==> config.mk <==
export PLATFORM = sky130hd
export DESIGN_NAME = smc_mem_mapper
export DESIGN_NICKNAME = d
export VERILOG_FILES = /design/src/rtl/smc_mem_mapper.sv
export SDC_FILE = /design/constraint.sdc
export NUM_CORES = 1
export LEC_CHECK = 0
export CAP_MARGIN = 20
export CORE_UTILIZATION = 39
export CTS_BUF_LIST = sky130_fd_sc_hd__clkbuf_16
export CTS_CLUSTER_SIZE = 40
export DETAILED_ROUTE_END_ITERATION = 8
export PLACE_DENSITY_LB_ADDON = 0.15
export SYNTH_ARGS = -nofsm -noshare
export SYNTH_HDL_FRONTEND = slang
export SYNTH_SLANG_ARGS = --single-unit
==> constraint.sdc <==
create_clock -name clk -period 6.8 [get_ports clk]
set_clock_uncertainty 0.15 [all_clocks]
set_input_delay 0.68 -clock clk [delete_from_list [all_inputs] [get_ports clk]]
set_output_delay 0.68 -clock clk [all_outputs]
set_load 0.01 [all_outputs]
==> src/rtl/smc_mem_mapper.sv <==
// SMC-777 memory/IO mapper: four 16 KB page registers, IO decode, memory wait states,
// ioctl download path and CPU reset hold. Define WRITE_PROT_EN to block CPU writes to ROM pages.
module smc_mem_mapper #(
  parameter int PAGE_W    = 4,
  parameter int IO_DEVS   = 8,
  parameter int MEM_WAIT  = 1,
  parameter int RST_HOLD  = 16,
  parameter int DL_INDEX  = 0,
  parameter int ROM_PAGES = 1
) (
  input  logic                   clk,
  input  logic                   reset,
  input  logic [15:0]            cpu_addr,
  input  logic [7:0]             cpu_dout,
  output logic [7:0]             cpu_din,
  input  logic                   cpu_mreq_n,
  input  logic                   cpu_iorq_n,
  input  logic                   cpu_rd_n,
  input  logic                   cpu_wr_n,
  input  logic                   cpu_m1_n,
  output logic                   cpu_wait_n,
  output logic                   cpu_reset,
  input  logic                   ioctl_download,
  input  logic [7:0]             ioctl_index,
  input  logic                   ioctl_wr,
  input  logic [24:0]            ioctl_addr,
  input  logic [7:0]             ioctl_dout,
  output logic [PAGE_W+13:0]     mem_addr,
  output logic [7:0]             mem_wdata,
  output logic                   mem_we,
  input  logic [7:0]             mem_rdata,
  output logic [IO_DEVS-1:0]     io_sel,
  input  logic [8*IO_DEVS-1:0]   io_rdata
);

  localparam int PA_W = PAGE_W + 14;
  localparam logic [3:0] WAIT_LOAD = (MEM_WAIT > 0) ? 4'(MEM_WAIT - 1) : 4'd0;

  typedef enum logic [1:0] {HOLD, DL, RUN} state_t;

  state_t            state, state_nxt;
  logic [7:0]        hold_cnt, hold_nxt;
  logic [PAGE_W-1:0] page [4];
  logic [3:0]        wait_cnt;
  logic              active, done;

  logic dl_req, cpu_en, access, start, io_cyc, pg_hit, rom_hit, wr_prot;

  assign dl_req  = ioctl_download && (ioctl_index == 8'(DL_INDEX));
  assign cpu_en  = !reset && (state != DL);
  assign access  = cpu_en && !cpu_mreq_n && (!cpu_rd_n || !cpu_wr_n);
  assign start   = access && !active;
  assign io_cyc  = cpu_en && !cpu_iorq_n && cpu_m1_n;
  assign pg_hit  = io_cyc && (cpu_addr[7:2] == 6'b111100);
  assign rom_hit = int'(page[cpu_addr[15:14]]) < ROM_PAGES;

`ifdef WRITE_PROT_EN
  assign wr_prot = rom_hit;
  logic unused_bits;
  assign unused_bits = &{1'b0, ioctl_addr[24:PA_W]};
`else
  assign wr_prot = 1'b0;
  logic unused_bits;
  assign unused_bits = &{1'b0, ioctl_addr[24:PA_W], rom_hit};
`endif

  always_ff @(posedge clk or posedge reset) begin
    if (reset) begin
      state    <= HOLD;
      hold_cnt <= 8'(RST_HOLD);
      wait_cnt <= '0;
      active   <= 1'b0;
      done     <= 1'b0;
      for (int unsigned i = 0; i < 4; i++) page[i] <= PAGE_W'(i);
    end else begin
      state    <= state_nxt;
      hold_cnt <= hold_nxt;
      if (state == DL) begin
        wait_cnt <= '0;
        active   <= 1'b0;
        done     <= 1'b0;
      end else begin
        active <= access;
        if (start && (MEM_WAIT > 0)) wait_cnt <= WAIT_LOAD;
        else if (wait_cnt != '0)     wait_cnt <= wait_cnt - 4'd1;
        // done marks the write slot as consumed, even when protection blocked the strobe
        if (!access)                        done <= 1'b0;
        else if (!cpu_wr_n && cpu_wait_n)   done <= 1'b1;
        if (pg_hit && !cpu_wr_n) page[cpu_addr[1:0]] <= cpu_dout[PAGE_W-1:0];
      end
    end
  end

  always_comb begin
    state_nxt = state;
    hold_nxt  = hold_cnt;
    cpu_reset = 1'b1;
    case (state)
      HOLD: begin
        if (dl_req) state_nxt = DL;
        else if (hold_cnt <= 8'd1) begin
          state_nxt = RUN;
          hold_nxt  = '0;
        end else hold_nxt = hold_cnt - 8'd1;
      end
      RUN: begin
        cpu_reset = 1'b0;
        if (dl_req) state_nxt = DL;
      end
      DL: begin
        if (!ioctl_download) begin
          state_nxt = HOLD;
          hold_nxt  = 8'(RST_HOLD);
        end
      end
      default: state_nxt = HOLD;
    endcase
  end

  assign cpu_wait_n = !(cpu_en && ((start && (MEM_WAIT > 0)) || (wait_cnt != '0)));

  always_comb begin
    mem_addr  = {page[cpu_addr[15:14]], cpu_addr[13:0]};
    mem_wdata = cpu_dout;
    mem_we    = access && !cpu_wr_n && cpu_wait_n && !done && !wr_prot;
    if (state == DL) begin
      mem_addr  = ioctl_addr[PA_W-1:0];
      mem_wdata = ioctl_dout;
      mem_we    = ioctl_wr && !reset;
    end
  end

  always_comb begin
    io_sel = '0;
    for (int unsigned i = 0; i < IO_DEVS; i++)
      if (io_cyc && (cpu_addr[7:3] == 5'(i))) io_sel[i] = 1'b1;
  end

  always_comb begin
    cpu_din = 8'hFF;
    if (cpu_en) begin
      if (!cpu_mreq_n)  cpu_din = mem_rdata;
      else if (pg_hit)  cpu_din = 8'(page[cpu_addr[1:0]]);
      else begin
        for (int unsigned i = 0; i < IO_DEVS; i++)
          if (io_sel[i]) cpu_din = io_rdata[8*i +: 8];
      end
    end
  end

endmodule

==> flow_summary_export.csv <==
group,metric,value,unit
finish,area_growth,72.1,%
power,vdd_ir_drop_max,138,uV
clocking,cts-root-buf,"clkbuf_16",
global_routing,grt_pass1_vias,3264,
synthesis,synth_most_common_cell,"nand2_1",
clocking,cts.repair.resized,0,
routing,wl_per_cell,16.6,um
floorplanning,rows,30,
synthesis,synthArstFlopShare,100,%
finish,drive_above_1_share,11.9,%
routing,drc,0,
finish,finish.utilization,70.9,%
clocking,cts_max_level,2,
synthesis,synth_area_leader_cell,"dfrtp_1",
status,status,"finished clean",
clocking,cts_hold_buf,0,
routing,drt-met1-wl,4140,um
clocking,clock_latency,0.27,ns
sta,rsz0062_at_grt,"no",
setup_path,worst-path-max-fanout,34,
synthesis,synth.avg_cell_area,8.15,um2
routing,vias,3391,
floorplanning,die_y,87.7,um
routing,viasPerCell,5.43,
finish,n_fill_cell,549,
sta,worstMarginPinSlew,0.617,ns
clocking,ctsLongestPathBuffers,2,
sta,layout_min_cycle_time,4.27,ns
power,p_per_area,146,nW/um2
finish,fin_nets,677,
synthesis,synth_area_leaders,"dfrtp_1 24%, mux4_2 13%, nand2_1 12%",
synthesis,seq_area_frac_synth,28.2,%
synthesis,synth_cell_types,49,
synthesis,syn_nets,500,
finish,antenna_cells,0,
sta,setup-violations-final,0,
routing,wl_met2,5250,um
setup_path,crit_arrival,3.44,ns
synthesis,netlist_top_cells_count,"90 x nand2_1, 30 x nor2_1, 27 x dfrtp_1",
routing,antenna_left,0,
clocking,cts.repair_timing.setup_buffer_count,0,
sta,tns,0,ns
setup_path,critPathKind,"primary input to output port",
synthesis,syn_area,2860,um2
routing,top_layer,"met4",
clocking,path_clk_slew,0.05,ns
power,power_leakage,1.99,nW
routing,drtPass1Iterations,4,
floorplanning,die_w,87.7,um
routing,dr_wl_met3,780,um
sta,max_freq,234,MHz
setup_path,cp-start-kind,"primary input",
clocking,clkSinkCount,32,
floorplanning,core_area,6940,um2
sta,fin_crit_sh,62.8,%
placement,port_buffers,183,
floorplanning,start_util,41.2,%
global_routing,overflow,0,
floorplanning,die_area,7680,um2
synthesis,synth-seq-cells,32,
clocking,cts-buffers-inserted,5,
sta,drv_slew,0,
global_routing,antenna_found_initial,0,
global_routing,grt.total_usage,26.9,%
placement,place_congestion,0.858,
sta,max-slew-margin-rel,58.5,%
sta,hold_viol_final,0,
synthesis,synth_ff_type,"dfrtp_1",
global_routing,grt_max_degree,35,
synthesis,synth_edf_count,0,
synthesis,yosys.area.top_type_share,23.6,%
placement,dpl.hpwl,8250,um
clocking,cts_tree,"built",
floorplanning,io_pins,191,
synthesis,netlist_instances,351,
job,cap_violations,0,
setup_path,end_kind,"output port",
min_path,hp-class,"flip-flop to flip-flop",
synthesis,yosysWarningCount,0,
routing,drtIter0Drc,137,
global_routing,grt_first_pass_wirelength,16100,um
setup_path,cp.required,5.97,ns
routing,wirelength,10400,um
-- layout make-up --
class                   instances  area [um2]  share of cell area [%]
multi-input cells             292        1950                    39.6
repair buffers                188        1870                    38.0
flip-flops and latches         32         807                    16.4
clock buffers                   5         125                    2.54
well taps                      96         120                    2.44
inverters                       9        33.8                   0.686
clock inverters                 3        16.3                   0.330
-- through the flow --
step	power, mW	setup slack, ns	cell area, um2	instances	hold slack, ns
finish	0.720	2.53	4920	625	0.331
global route	0.761	2.29	4920	625	0.365
CTS	0.723	2.52	4920	625	0.344
detailed placement	0.510	2.52	4780	617	0.338
global placement	0.502	2.57	4780	617	0.319
floorplan	0.368	3.33	2860	351	0.294
-- layout by cell type (no fill, tap or decap), drive strengths merged, types with 3 or more instances in the layout --
cell           instances
buf                    5
nor4                   3
clkdlybuf4s50        183
nor2                  31
inv                    9
a221oi                 4
nand2b                 5
nand3                  7
mux2                  18
ha                     3
nor3b                  4
a21oi                 12
o22ai                  6
clkbuf                 5
a211oi                 4
dfstp                  5
o21ai                 25
mux4                  16
o31ai                  4
or3                    6
o21a                   3
nor2b                  8
nand2                 90
nor3                  14
dfrtp                 27
-- worst max-delay path, cell delays in order --
cell             delay [ns]
clkdlybuf4s50_1        0.53
inv_1                  0.09
buf_4                  0.39
nand4_1                0.31
or2_2                  0.40
inv_1                  0.15
a221oi_1               0.10
o21ai_0                0.20
clkdlybuf4s50_1        0.58
-- kinds of logic (layout without fill, tap and decap cells) --
| kind of cell | count (synthesis) | count (layout) | synth area share (%) |
|---|---|---|---|
| AOI/OAI and AO/OA | 73 | 73 | 16.3 |
| xor gates and xnor gates | 1 | 1 | 0.306 |
| adders and majority gates | 3 | 3 | 1.31 |
| buffers and inverters | 27 | 205 | 3.67 |
| DFF | 32 | 32 | 28.2 |
| muxes | 36 | 36 | 20.4 |
| and+or+nand+nor | 179 | 179 | 29.9 |
-- power breakdown --
part           internal (mW)  switching, mW
registers              0.217         0.0290
clock network          0.133         0.0771
logic                  0.151          0.113
-- metal layers --
metal,vias up,track usage (%)
met5,-,0
met4,0,7.30
met3,15,4.90
met2,131,48.7
met1,1611,32.6
li1,1634,-
-- path summary, 6_finish.rpt --
| check | from | end | slack, ns | cells past startpoint |
|---|---|---|---|---|
| max in group asynchronous | reset | page[0] | 5.32 | 3 |
| max reg2reg | state[0] | page[10] | 4.05 | 6 |
| min | hold_cnt[7] | hold_cnt[7] | 0.33 | 1 |
| min in group asynchronous | reset | wait_cnt[1] | 0.83 | 3 |
| max | reset | cpu_din[5] | 2.53 | 9 |
| min reg2reg | hold_cnt[7] | hold_cnt[7] | 0.33 | 1 |
-- registers in the layout, indices dropped and copies added (netlist names) --
register / flops
hold_cnt: 8
wait_cnt: 4
active: 1
state: 2
done: 1
page: 16
Note: power is estimated with default switching activity, not from simulation.
